$ cat config.mk
export PLATFORM = sky130hd
export DESIGN_NAME = video_fb_pixel_writer
export DESIGN_NICKNAME = d
export VERILOG_FILES = /design/src/rtl/video_fb_pixel_writer.sv
export SDC_FILE = /design/constraint.sdc
export NUM_CORES = 1
export LEC_CHECK = 0
export ABC_AREA = 0
export CORE_ASPECT_RATIO = 0.75
export CORE_MARGIN = 4
export CORE_UTILIZATION = 50
export CTS_CLUSTER_DIAMETER = 30
export CTS_CLUSTER_SIZE = 40
export DETAILED_ROUTE_END_ITERATION = 16
export PLACE_DENSITY = 0.69
export SYNTH_ARGS = -nofsm -noshare
export SYNTH_HDL_FRONTEND = slang
export SYNTH_SLANG_ARGS = --single-unit
$ cat constraint.sdc
create_clock -name sys_clk -period 6 [get_ports sys_clk]
set_clock_uncertainty 0.05 [all_clocks]
set_input_delay 1.2 -clock sys_clk [delete_from_list [all_inputs] [get_ports sys_clk]]
set_output_delay 1.2 -clock sys_clk [all_outputs]
set_load 0.02 [all_outputs]
$ cat src/rtl/video_fb_pixel_writer.sv
// Pixel stream to Avalon-MM single-word frame buffer writer: address calc, clipping, FWFT write FIFO.
// Optional perf counters are enabled with `define VIDEO_FB_PIXEL_WRITER_PERF_EN.
module video_fb_pixel_writer #(
    parameter int RGB_SIZE   = 12,
    parameter int H_SIZE     = 10,
    parameter int V_SIZE     = 10,
    parameter int H_DISPLAY  = 640,
    parameter int V_DISPLAY  = 480,
    parameter int AVN_AW     = 18,
    parameter int AVN_DW     = 16,
    parameter int FIFO_DEPTH = 8
) (
    input  logic                  sys_clk,
    input  logic                  sys_rst_n,
    input  logic [H_SIZE-1:0]     pix_hc,
    input  logic [V_SIZE-1:0]     pix_vc,
    input  logic [RGB_SIZE-1:0]   pix_rgb,
    input  logic                  pix_vld,
    output logic                  pix_rdy,
    output logic                  avn_write,
    output logic [AVN_AW-1:0]     avn_address,
    output logic [AVN_DW-1:0]     avn_writedata,
    output logic [AVN_DW/8-1:0]   avn_byteenable,
    input  logic                  avn_waitrequest,
`ifdef VIDEO_FB_PIXEL_WRITER_PERF_EN
    output logic [31:0]           perf_stall_cnt,
    output logic [31:0]           perf_wr_cnt,
    output logic [31:0]           perf_clip_cnt,
`endif
    output logic                  idle
);

    localparam int FA_W  = H_SIZE + V_SIZE + $clog2(H_DISPLAY) + 1;
    localparam int PTR_W = $clog2(FIFO_DEPTH);
    localparam int CNT_W = PTR_W + 1;
    localparam int ENT_W = AVN_AW + AVN_DW;
    localparam int BE_W  = AVN_DW / 8;

    localparam logic [FA_W-1:0]  H_LIM = FA_W'(H_DISPLAY);
    localparam logic [FA_W-1:0]  V_LIM = FA_W'(V_DISPLAY);
    localparam logic [FA_W-1:0]  A_LIM = {{(FA_W-1){1'b0}}, 1'b1} << AVN_AW;
    localparam logic [CNT_W:0]   OCC_LIM = (CNT_W+1)'(FIFO_DEPTH);

    logic [FA_W-1:0]   full_addr_s;
    logic              clip_s;
    logic [CNT_W:0]    occ_s;
    logic              accept_s;
    logic              push_s;
    logic              pop_s;
    logic              fifo_empty_s;

    logic              s1_vld_q,  s1_vld_d;
    logic              s1_clip_q, s1_clip_d;
    logic [AVN_AW-1:0] s1_addr_q, s1_addr_d;
    logic [AVN_DW-1:0] s1_data_q, s1_data_d;
    logic              rdy_en_q;
    logic [PTR_W-1:0]  wr_ptr_q,  wr_ptr_d;
    logic [PTR_W-1:0]  rd_ptr_q,  rd_ptr_d;
    logic [CNT_W-1:0]  cnt_q,     cnt_d;
    logic [ENT_W-1:0]  mem_q [FIFO_DEPTH];

    // Address, clip decision, handshake and FIFO control
    always_comb begin
        full_addr_s  = FA_W'(pix_vc) * H_LIM + FA_W'(pix_hc);
        clip_s       = (FA_W'(pix_hc) >= H_LIM) | (FA_W'(pix_vc) >= V_LIM) | (full_addr_s >= A_LIM);
        occ_s        = {1'b0, cnt_q} + {{CNT_W{1'b0}}, s1_vld_q};
        pix_rdy      = rdy_en_q & (occ_s < OCC_LIM);
        accept_s     = pix_vld & pix_rdy;
        fifo_empty_s = (cnt_q == {CNT_W{1'b0}});
        push_s       = s1_vld_q & ~s1_clip_q;
        pop_s        = ~fifo_empty_s & ~avn_waitrequest;
    end

    // Next state for the S1 stage and FIFO bookkeeping
    always_comb begin
        s1_vld_d = accept_s;
        if (accept_s) begin
            s1_clip_d = clip_s;
            s1_addr_d = full_addr_s[AVN_AW-1:0];
            s1_data_d = AVN_DW'(pix_rgb);
        end else begin
            s1_clip_d = s1_clip_q;
            s1_addr_d = s1_addr_q;
            s1_data_d = s1_data_q;
        end
        if (push_s) begin
            wr_ptr_d = wr_ptr_q + PTR_W'(1);
        end else begin
            wr_ptr_d = wr_ptr_q;
        end
        if (pop_s) begin
            rd_ptr_d = rd_ptr_q + PTR_W'(1);
        end else begin
            rd_ptr_d = rd_ptr_q;
        end
        case ({push_s, pop_s})
            2'b10:   cnt_d = cnt_q + CNT_W'(1);
            2'b01:   cnt_d = cnt_q - CNT_W'(1);
            default: cnt_d = cnt_q;
        endcase
    end

    // Control state; rdy_en_q keeps pix_rdy low until the first clock after reset
    always_ff @(posedge sys_clk or negedge sys_rst_n) begin
        if (!sys_rst_n) begin
            s1_vld_q  <= 1'b0;
            s1_clip_q <= 1'b0;
            s1_addr_q <= {AVN_AW{1'b0}};
            s1_data_q <= {AVN_DW{1'b0}};
            rdy_en_q  <= 1'b0;
            wr_ptr_q  <= {PTR_W{1'b0}};
            rd_ptr_q  <= {PTR_W{1'b0}};
            cnt_q     <= {CNT_W{1'b0}};
        end else begin
            s1_vld_q  <= s1_vld_d;
            s1_clip_q <= s1_clip_d;
            s1_addr_q <= s1_addr_d;
            s1_data_q <= s1_data_d;
            rdy_en_q  <= 1'b1;
            wr_ptr_q  <= wr_ptr_d;
            rd_ptr_q  <= rd_ptr_d;
            cnt_q     <= cnt_d;
        end
    end

    // FIFO storage; contents are qualified by cnt_q so no reset is needed
    always_ff @(posedge sys_clk) begin
        if (push_s) begin
            mem_q[wr_ptr_q] <= {s1_addr_q, s1_data_q};
        end
    end

    // First-word fall-through Avalon outputs
    always_comb begin
        avn_write                    = ~fifo_empty_s;
        {avn_address, avn_writedata} = mem_q[rd_ptr_q];
        avn_byteenable               = {BE_W{1'b1}};
        idle                         = ~s1_vld_q & fifo_empty_s;
    end

`ifdef VIDEO_FB_PIXEL_WRITER_PERF_EN
    function automatic logic [31:0] sat_inc(input logic [31:0] v, input logic en);
        if (en && (v != 32'hFFFF_FFFF)) begin
            return v + 32'd1;
        end else begin
            return v;
        end
    endfunction

    logic [31:0] stall_cnt_q, stall_cnt_d;
    logic [31:0] wr_cnt_q,    wr_cnt_d;
    logic [31:0] clip_cnt_q,  clip_cnt_d;

    // Saturating performance counter next state
    always_comb begin
        stall_cnt_d = sat_inc(stall_cnt_q, avn_write & avn_waitrequest);
        wr_cnt_d    = sat_inc(wr_cnt_q, pop_s);
        clip_cnt_d  = sat_inc(clip_cnt_q, s1_vld_q & s1_clip_q);
    end

    // Performance counter registers
    always_ff @(posedge sys_clk or negedge sys_rst_n) begin
        if (!sys_rst_n) begin
            stall_cnt_q <= 32'd0;
            wr_cnt_q    <= 32'd0;
            clip_cnt_q  <= 32'd0;
        end else begin
            stall_cnt_q <= stall_cnt_d;
            wr_cnt_q    <= wr_cnt_d;
            clip_cnt_q  <= clip_cnt_d;
        end
    end

    assign perf_stall_cnt = stall_cnt_q;
    assign perf_wr_cnt    = wr_cnt_q;
    assign perf_clip_cnt  = clip_cnt_q;
`endif

endmodule

; Word level (Yosys, flattened, before mapping)
; Memory sizes are Yosys's and may differ from the RTL's.
; Index checks and enable logic that the tools add are counted.
[totals]
ff_bits = 43
rom_bits = 0
latch_bits = 0
input_bits = 36
ram_bits = 240
n_memories = 1
output_inout_bits = 39
[memory_table]
columns = name, words, width, rd, rd_ports_with_merged_regs, wr, line_no
row1 = mem_q, 8, 30, 1, 0, 1, 60  ; logic [ENT_W-1:0] mem_q [FIFO_DEPTH];
[classes]
muxes = 3
order_cmp = 4
shifts = 0
n_addsub = 6
bitwise = 11
n_mul = 1
n_div = 0
eq_ne = 2
n_reduce_logical = 2
[ops]
columns = op, n
row1 = adder 20 x 10 -> 21 bit, 1
row2 = >= comparator 21 x 19 -> 1 bit (second input constant), 1
row3 = multiplier 10 x 3 -> 13 bit (second input constant), 1
row4 = >= comparator 10 bit (second input constant), 1
row5 = >= comparator 10 x 9 -> 1 bit (second input constant), 1
row6 = one-hot mux 4 bit (2 select lines), 1
row7 = adder 3 x 1 -> 3 bit (second input constant), 2
row8 = adder 4 x 1 -> 5 bit, 1
row9 = bitwise AND 1 bit, 5
row10 = less-than comparator 5 x 4 -> 1 bit (second input constant), 1
row11 = adder 4 x 1 -> 4 bit (second input constant), 1
row12 = logical NOT 4 bit, 1
row13 = NOT 1 bit, 4
row14 = subtractor 4 x 1 -> 4 bit (second input constant), 1
row15 = equality test 2 x 1 -> 1 bit (second input constant), 1
row16 = equality test 2 bit (second input constant), 1
row17 = two-way mux 1 bit, 2
row18 = bitwise OR 1 bit, 2
row19 = nonzero test 2 bit, 1

; Longest topological paths before layout
; Gate-level depths: netlist of the first run.
[depth]
ltp_word = 5
ltp_mapped = 10
ltp_nobuf = 9

; Least setup slack after synthesis of the first run
; No wires, ideal clock.
[synth_path]
path_kind = input to register
from = input port pix_vc[1]
to = register s1_addr_q[17]
stages = 9
n_path_buf = 0
required_ps = 5825
slack_ps = 2417
t_arrival_ps = 3408
cell_sequence = ha_1 -> ha_1 -> fa_1 -> a211oi_1 -> nor3b_1 -> nor4_2 -> nand4_1 -> xnor2_1 -> mux2_4
[synth_via]
elab_chain_len = 2
[synth_lines]
columns = element, line_no
row1 = "start, declared", 16  ; input logic [V_SIZE-1:0] pix_vc,
row2 = multiplier 10 x 3 -> 13 bit, 64  ; full_addr_s = FA_W'(pix_vc) * H_LIM + FA_W'(pix_hc);
row3 = adder 20 x 10 -> 21 bit, 64
row4 = "end signal, assigned", 108  ; s1_addr_q <= {AVN_AW{1'b0}};
row5 = "end signal, assigned", 117  ; s1_addr_q <= s1_addr_d;
row6 = "end, declared", 54  ; logic [AVN_AW-1:0] s1_addr_q, s1_addr_d;
; Every way passes these cells.
; A chain may end at the register's enable or synchronous reset.

; Worst setup path after layout of the first run
[layout_path]
from = register rd_ptr_q[1]
to = output port avn_address[15]
[layout_via]
elab_chain_len = 1
[layout_lines]
columns = element, line_no
row1 = "start, declared", 58  ; logic [PTR_W-1:0] rd_ptr_q, rd_ptr_d;
row2 = "start signal, assigned", 112  ; rd_ptr_q <= {PTR_W{1'b0}};
row3 = "start signal, assigned", 121  ; rd_ptr_q <= rd_ptr_d;
row4 = memory (8 x 30 bit), n/a
row5 = "end, declared", 21  ; output logic [AVN_AW-1:0] avn_address,
; Every way passes these cells.

==> out/metrics.csv, run 1 <==
stage;metric;value;unit
global_routing;global-route wire length before repair;36400;um
timing;number of hold-slack violations in the final timing report;0;
timing;worst rel slew slack;0.218;
timing;final count of negative-setup-slack endpoints;0;
timing;highest attainable clock frequency;0.219;GHz
critical_path;worst r2r src;s1_vld_q$_DFF_PN0_;
cts;TritonCTS buffer count;41;
critical_path;crit path launch type;register;
logic_synthesis;Seq cells post-synth;283;
detailed_routing;Post-DRT Antenna Nets;0;
cts;TritonCTS clock tree;yes;
detailed_routing;post-DR vias/cell;5.66;
finish;ANT cells;0;
pwr;maximum ir drop on the vdd rail;0.278;mV
timing;setup repair after global routing missed its margin;no;
outcome;result of the run;finished, final reports clean;
floorplan;floorplan row count;47;
logic_synthesis;synthesized instance count;627;
critical_path;endpoint type of the worst setup path;output port;
timing;Worst Tran Pin Value;1.17;ns
worst_hold_path;worst min-delay path category;reg2reg;
critical_path;Critical path origin;rd_ptr_q[1]$_DFFE_PN0P_;
timing;slack of the critical path;1.42;ns
timing;TNS Setup;0;ns
critical_path;Slowest cell on crit path;dfrtp_2;
worst_hold_path;Worst Min Path Start;wr_ptr_q[2]$_DFFE_PN0P_;
floorplan;Chip Height;140;um
floorplan;die area;0.0257;mm^2
detailed_routing;initial DRC count;474;
finish;post-route design area;0.0140;mm^2
logic_synthesis;count of distinct cell types in the synthesized netlist;50;
timing;fin crit period;4.58;ns
logic_synthesis;Yosys top cell by area;edfxtp_1;
placed_design;standard cell area after detailed placement;0.0127;mm^2
pwr;PD cells;502;mW/mm^2
critical_path;Data arrival, critical path;3.33;ns
critical_path;list of cells traversed by the critical path;buf_4 > mux4_2 > mux2_2 > clkdlybuf4s50_1;
global_routing;maximum number of pins on one net before global-route repair;45;
logic_synthesis;sequential element share of the synthesized area;0.715;
placed_design;HPWL reported at the end of detailed placement;13100;um
floorplan;core footprint;0.0224;mm^2
finish;share of layout cells above drive strength 1;0.256;
detailed_routing;drt first pass iters;5;
logic_synthesis;number of synthesis warnings;0;
flow_run;count of max-cap constraint violations;0;
pwr;Static Leakage;4.91;nW
logic_synthesis;area share of the largest cell type after synthesis;0.622;
critical_path;largest stage delay on the critical path;1.14;ns
cts;count of hold-fix buffers inserted at cts;0;
detailed_routing;average wire length per cell after detail routing;21.9;um
logic_synthesis;FFs w/ async S/R, synth;0.152;
cts;Clock Path Buffers;3;
global_routing;via count of the first global-routing pass;6324;
cts;Post-CTS Setup Inserts;0;
logic_synthesis;cell with the most instances after synthesis;edfxtp_1;
finish;final core utilization;0.625;
placed_design;Setup Slack @ Placement;1.70;ns
placed_design;global placement routability congestion;0.738;
critical_path;Critical Setup Path Class;reg2out;
detailed_routing;total wire length after detailed routing;23000;um
finish;Final nets;789;
critical_path;worst-path fanout max;44;
floorplan;Ports;75;
logic_synthesis;commonest cells in the synthesized netlist;240 x edfxtp_1, 83 x nand2_1, 60 x mux4_2;
pwr;final total power;7.04;mW
timing;share of the clock period used by the worst path after layout;0.763;
floorplan;Horiz. Die Dim;184;um
global_routing;combined global-route utilization of all metal layers;0.186;
cts;Worst-path clk slew;0.05;ns
cts;CTS-repair resized insts;0;
logic_synthesis;dominant synthesized flop cell;edfxtp_1;
global_routing;antenna violations before repair;0;
cts;sinks on the clock net;283;
logic_synthesis;number of synthesized flops with an enable pin;240;
floorplan;starting density of the core;0.517;
global_routing;grt ovf;0;
cts;insertion delay to the later sink of the worst-skew pair;0.51;ns
detailed_routing;total via count after detailed routing;5953;
cts;buffer type at the clock tree root;clkbuf_16;
cts;CTS H-tree lvls;2;
detailed_routing;remaining design rule violation count;0;
logic_synthesis;main area contributors after synthesis;edfxtp_1 62%, mux4_2 12%, dfrtp_1 9.3%;
critical_path;Req. time, crit path;4.75;ns
timing;fin. max-slew vios;0;
placed_design;count of input and output buffers;68;
logic_synthesis;average footprint of a synthesized cell;18.5;um^2
finish;Layout Area Growth over Synthesis;21.0;%
logic_synthesis;area of the mapped netlist;0.0116;mm^2
## per-stage QoR
stage	hold WS [ns]	cells
3_5_place_dp	0.440	977
6_report	0.446	1051
2_1_floorplan	0.407	632
3_3_place_gp	0.426	977
4_1_cts	0.447	1051
5_1_grt	0.479	1051
## metal layers
layer  global-route usage  routed length [um]  up-vias  share of wire
met2                0.297               11300      164           0.49
met1                0.267               10200     3108           0.44
met3               0.0402                1200       33          0.052
met4               0.0412                 337        0          0.015
met5                    0                   0        -              0
li1                     -                   -     2648              -
## critical path, delay by kind of cell (launching register included)
family | cells | cell delay, ns
buffers and inverters | 2 | 1.01
muxes | 2 | 0.66
DFF | 1 | 1.14
## cells by family after synthesis
kind of cell / synth area share
DFF: 0.715
and+or+nand+nor: 0.0529
muxes: 0.149
buffers and inverters: 0.0148
AOI/OAI and AO/OA: 0.0219
adders and majority gates: 0.0311
xor gates and xnor gates: 0.0144
other: 0.000648
## state kept, by name, summed over array words and instances (netlist names)
register   cells
cnt_q          4
mem_q        240
rd_ptr_q       3
rdy_en_q       1
s1_addr_q     18
s1_clip_q      1
s1_data_q     12
s1_vld_q       1
wr_ptr_q       3
## where the power goes
part	switching (mW)	internal (mW)
clock network	0.864	1.45
logic	0.777	0.963
registers	0.437	2.55
total	2.08	4.96
## cell usage in the layout (no fill, tap or decap), drive strengths merged, types with 2 or more instances in the layout
cell,instances
nand2,83
xnor2,10
nand2b,4
nor3b,2
clkdlybuf4s50,67
or3b,2
clkinvlp,7
nor4b,2
edfxtp,240
clkinv,9
dfrtp,43
xor2,9
inv,14
buf,15
a211oi,4
nor2,17
a21o,2
ha,24
nand4,3
fa,3
mux2,33
bufinv,4
nor2b,3
nor3,3
o21ba,2
a21oi,5
o21ai,14
clkbuf,46
nand3,4
conb,7
mux4,60
o2111ai,2
## final timing paths
path	slack, ns	endpoint	depth (start not counted)
min in group asynchronous	0.78	s1_addr_q[2]$_DFFE_PN0P_	2
min reg2reg	0.45	wr_ptr_q[2]$_DFFE_PN0P_	1
max reg2reg	3.10	mem_q[0][19]$_DFFE_PP_	4
min	0.45	wr_ptr_q[2]$_DFFE_PN0P_	1
max in group asynchronous	4.57	rd_ptr_q[0]$_DFFE_PN0P_	2
max	1.42	avn_address[15]	4
## area by class of cell
class / count / area (um^2)
inverter: 6 / 22.5
sequential: 283 / 8290
clock inverter: 28 / 308
fill: 1559 / 8390
multi-input combinational: 312 / 3200
tap: 294 / 368
clock buffer: 46 / 1040
timing repair buffer: 82 / 781
(Power assumes the default switching activity.)
==> run 2: changes to the inputs <==
- clock period: 6 -> 4.3 ns (I/O delays scaled with it)
==> run 2 against run 1 <==
- via count decreased by 1.7%
- non-clock buffer count is 4 higher
- count of clock-buffer cells in the layout is 9 higher
- global-route usage decreased by 0.46 points
- total power increased by 39%
- sequential cell count is the same
- clock power grew 39%
- critical path depth did not move
- sequential power is 37% higher
- combinational power grew 44%
- die area unchanged
- design area grew 0.40%
- largest power group unchanged
==> out/metrics.csv, run 2 (same netlist as run 1, synthesis figures left out) <==
stage;metric;value;unit;change
timing;setup repair after global routing missed its margin;no;;unchanged
detailed_routing;post-DR vias/cell;5.54;;was 5.66
critical_path;endpoint type of the worst setup path;output port;;unchanged
cts;sinks on the clock net;283;;unchanged
critical_path;list of cells traversed by the critical path;buf_4 > mux4_2 > mux2_2 > clkdlybuf4s50_1;;unchanged
detailed_routing;Post-DRT Antenna Nets;0;;unchanged
finish;Fillers;1540;;was 1559
floorplan;die area;0.0257;mm^2;unchanged
global_routing;via count of the first global-routing pass;6298;;was 6324
timing;highest attainable clock frequency;0.251;GHz;
outcome;result of the run;finished, final reports clean;;unchanged
detailed_routing;detailed route wirelength on metal3;1640;um;was 1200 um
finish;ANT cells;0;;unchanged
critical_path;Req. time, crit path;3.39;ns;was 4.75 ns
worst_hold_path;worst min-delay path category;in2async;;was reg2reg
pwr;maximum ir drop on the vdd rail;0.467;mV;was 0.278 mV
cts;count of hold-fix buffers inserted at cts;0;;unchanged
critical_path;Critical Setup Path Class;reg2out;;unchanged
detailed_routing;remaining design rule violation count;0;;unchanged
detailed_routing;initial DRC count;395;;was 474
floorplan;starting density of the core;0.517;;unchanged
finish;commonest cells after routing, fill and taps aside;240 x edfxtp_1, 83 x nand2_1, 67 x clkdlybuf4s50_1, 60 x mux4_2, 42 x clkbuf_16;;was 240 x edfxtp_1, 83 x nand2_1, 67 x clkdlybuf4s50_1, 60 x mux4_2
critical_path;worst r2r src;cnt_q[0]$_DFFE_PN0P_;;was s1_vld_q$_DFF_PN0_
floorplan;floorplan row count;47;;unchanged
detailed_routing;wire length the detailed router placed on met1;9660;um;was 10200 um
global_routing;maximum number of pins on one net before global-route repair;40;;was 45
timing;share of the clock period used by the worst path after layout;0.927;;
cts;CTS H-tree lvls;2;;unchanged
cts;buffer type at the clock tree root;clkbuf_16;;unchanged
finish;share of layout cells above drive strength 1;0.255;;was 0.256
detailed_routing;WL met2;11100;um;was 11300 um
timing;number of hold-slack violations in the final timing report;0;;unchanged
detailed_routing;highest signal layer in the routed design;met4;;unchanged
detailed_routing;average wire length per cell after detail routing;21.5;um;was 21.9 um
critical_path;largest stage delay on the critical path;0.82;ns;was 1.14 ns
timing;Worst Tran Pin Value;0.901;ns;was 1.17 ns
floorplan;Ports;75;;unchanged
placed_design;HPWL reported at the end of detailed placement;13400;um;was 13100 um
detailed_routing;total wire length after detailed routing;22700;um;was 23000 um
floorplan;Chip Height;140;um;unchanged
cts;TritonCTS buffer count;40;;was 41
cts;CTS-repair resized insts;0;;unchanged
critical_path;crit path launch type;register;;unchanged
pwr;PD cells;697;mW/mm^2;was 502 mW/mm^2
pwr;final total power;9.81;mW;was 7.04 mW
detailed_routing;drt first pass iters;4;;was 5
finish;flip-flop count of the largest register, all copies and words added;240;;unchanged
critical_path;Data arrival, critical path;3.08;ns;was 3.33 ns
floorplan;core footprint;0.0224;mm^2;unchanged
critical_path;Critical path origin;rd_ptr_q[0]$_DFFE_PN0P_;;was rd_ptr_q[1]$_DFFE_PN0P_
critical_path;Slowest cell on crit path;dfrtp_4;;was dfrtp_2
cts;insertion delay to the later sink of the worst-skew pair;0.51;ns;about the same
finish;Layout Area Growth over Synthesis;21.5;%;was 21.0%
detailed_routing;total via count after detailed routing;5849;;was 5953
timing;worst rel slew slack;0.398;;was 0.218
cts;TritonCTS clock tree;yes;;unchanged
global_routing;global-route wire length before repair;35700;um;was 36400 um
cts;Post-CTS Setup Inserts;0;;unchanged
timing;fin crit period;3.99;ns;
finish;commonest non-fill, non-tap cell in the layout;edfxtp_1;;unchanged
finish;register with the most flip-flops;mem_q;;unchanged
placed_design;global placement routability congestion;0.749;;was 0.738
timing;fin. max-slew vios;0;;unchanged
global_routing;combined global-route utilization of all metal layers;0.181;;was 0.186
finish;largest registers;mem_q: 240 flops, s1_addr_q: 18 flops, s1_data_q: 12 flops;;unchanged
global_routing;grt ovf;0;;unchanged
cts;Worst-path clk slew;0.06;ns;was 0.05 ns
cts;Clock Path Buffers;3;;unchanged
critical_path;worst-path fanout max;30;;was 44
timing;final count of negative-setup-slack endpoints;0;;unchanged
pwr;Static Leakage;4.96;nW;was 4.91 nW
finish;Final nets;792;;was 789
timing;TNS Setup;0;ns;unchanged
global_routing;antenna violations before repair;0;;unchanged
placed_design;count of input and output buffers;68;;unchanged
floorplan;Horiz. Die Dim;184;um;unchanged
flow_run;count of max-cap constraint violations;0;;unchanged
-- run 2: cell count changes in the layout (fill, tap and decap cells not counted), sizes merged --
cell	change
clkinvlp	-3
inv	-7
clkbuf	+9
buf	+4
bufinv	-1
clkinv	+2
-- run 2: worst paths after layout --
| check | cells past startpoint | slack [ns] | to |
|---|---|---|---|
| max | 4 | 0.31 | avn_address[12] |
| min | 1 | 0.37 | s1_addr_q[4]$_DFFE_PN0P_ |
| max reg2reg | 9 | 1.67 | cnt_q[3]$_DFFE_PN0P_ |
| min reg2reg | 1 | 0.44 | wr_ptr_q[2]$_DFFE_PN0P_ |
| max in group asynchronous | 2 | 3.06 | s1_addr_q[13]$_DFFE_PN0P_ |
| min in group sys_clk | 1 | 0.44 | wr_ptr_q[2]$_DFFE_PN0P_ |
-- run 2: report_power, final --
part,internal [mW],switching (mW)
logic,1.37,1.14
registers,3.56,0.530
clock network,2.06,1.15
total,6.99,2.83
-- run 2: cell type report --
cell class | count | area, um^2 | area share
multi-input combinational | 312 | 3200 | 0.228
timing repair buffer | 86 | 836 | 0.0594
sequential | 283 | 8290 | 0.589
inverter | 6 | 22.5 | 0.00160
clock buffer | 55 | 1150 | 0.0817
tap | 294 | 368 | 0.0261
clock inverter | 19 | 204 | 0.0145
-- run 2: stage by stage --
step | cell area (um^2) | instances | hold slack, ns | worst slack, ns | utilization
after global placement | 12700 | 981 | 0.424 | 0.420 | 0.568
after floorplan | 11600 | 632 | 0.407 | 0.893 | -
after CTS | 14100 | 1055 | 0.387 | 0.238 | 0.628
after global routing | 14100 | 1055 | 0.435 | 0.132 | 0.628
after detailed placement | 12700 | 981 | 0.425 | 0.301 | 0.568
final | 14100 | 1055 | 0.368 | 0.313 | 0.628
-- run 2: worst max-delay path: cells and delay by family (launching register included) --
kind                   cells  cell delay (ns)
flip-flops                 1             0.82
buffers and inverters      2             0.91
multiplexers               2             0.82
-- run 2: per-layer routing --
| metal | track usage | vias to the layer above |
|---|---|---|
| li1 | - | 2654 |
| met1 | 0.257 | 2994 |
| met2 | 0.293 | 165 |
| met3 | 0.0370 | 36 |
| met4 | 0.0447 | 0 |
| met5 | 0 | - |
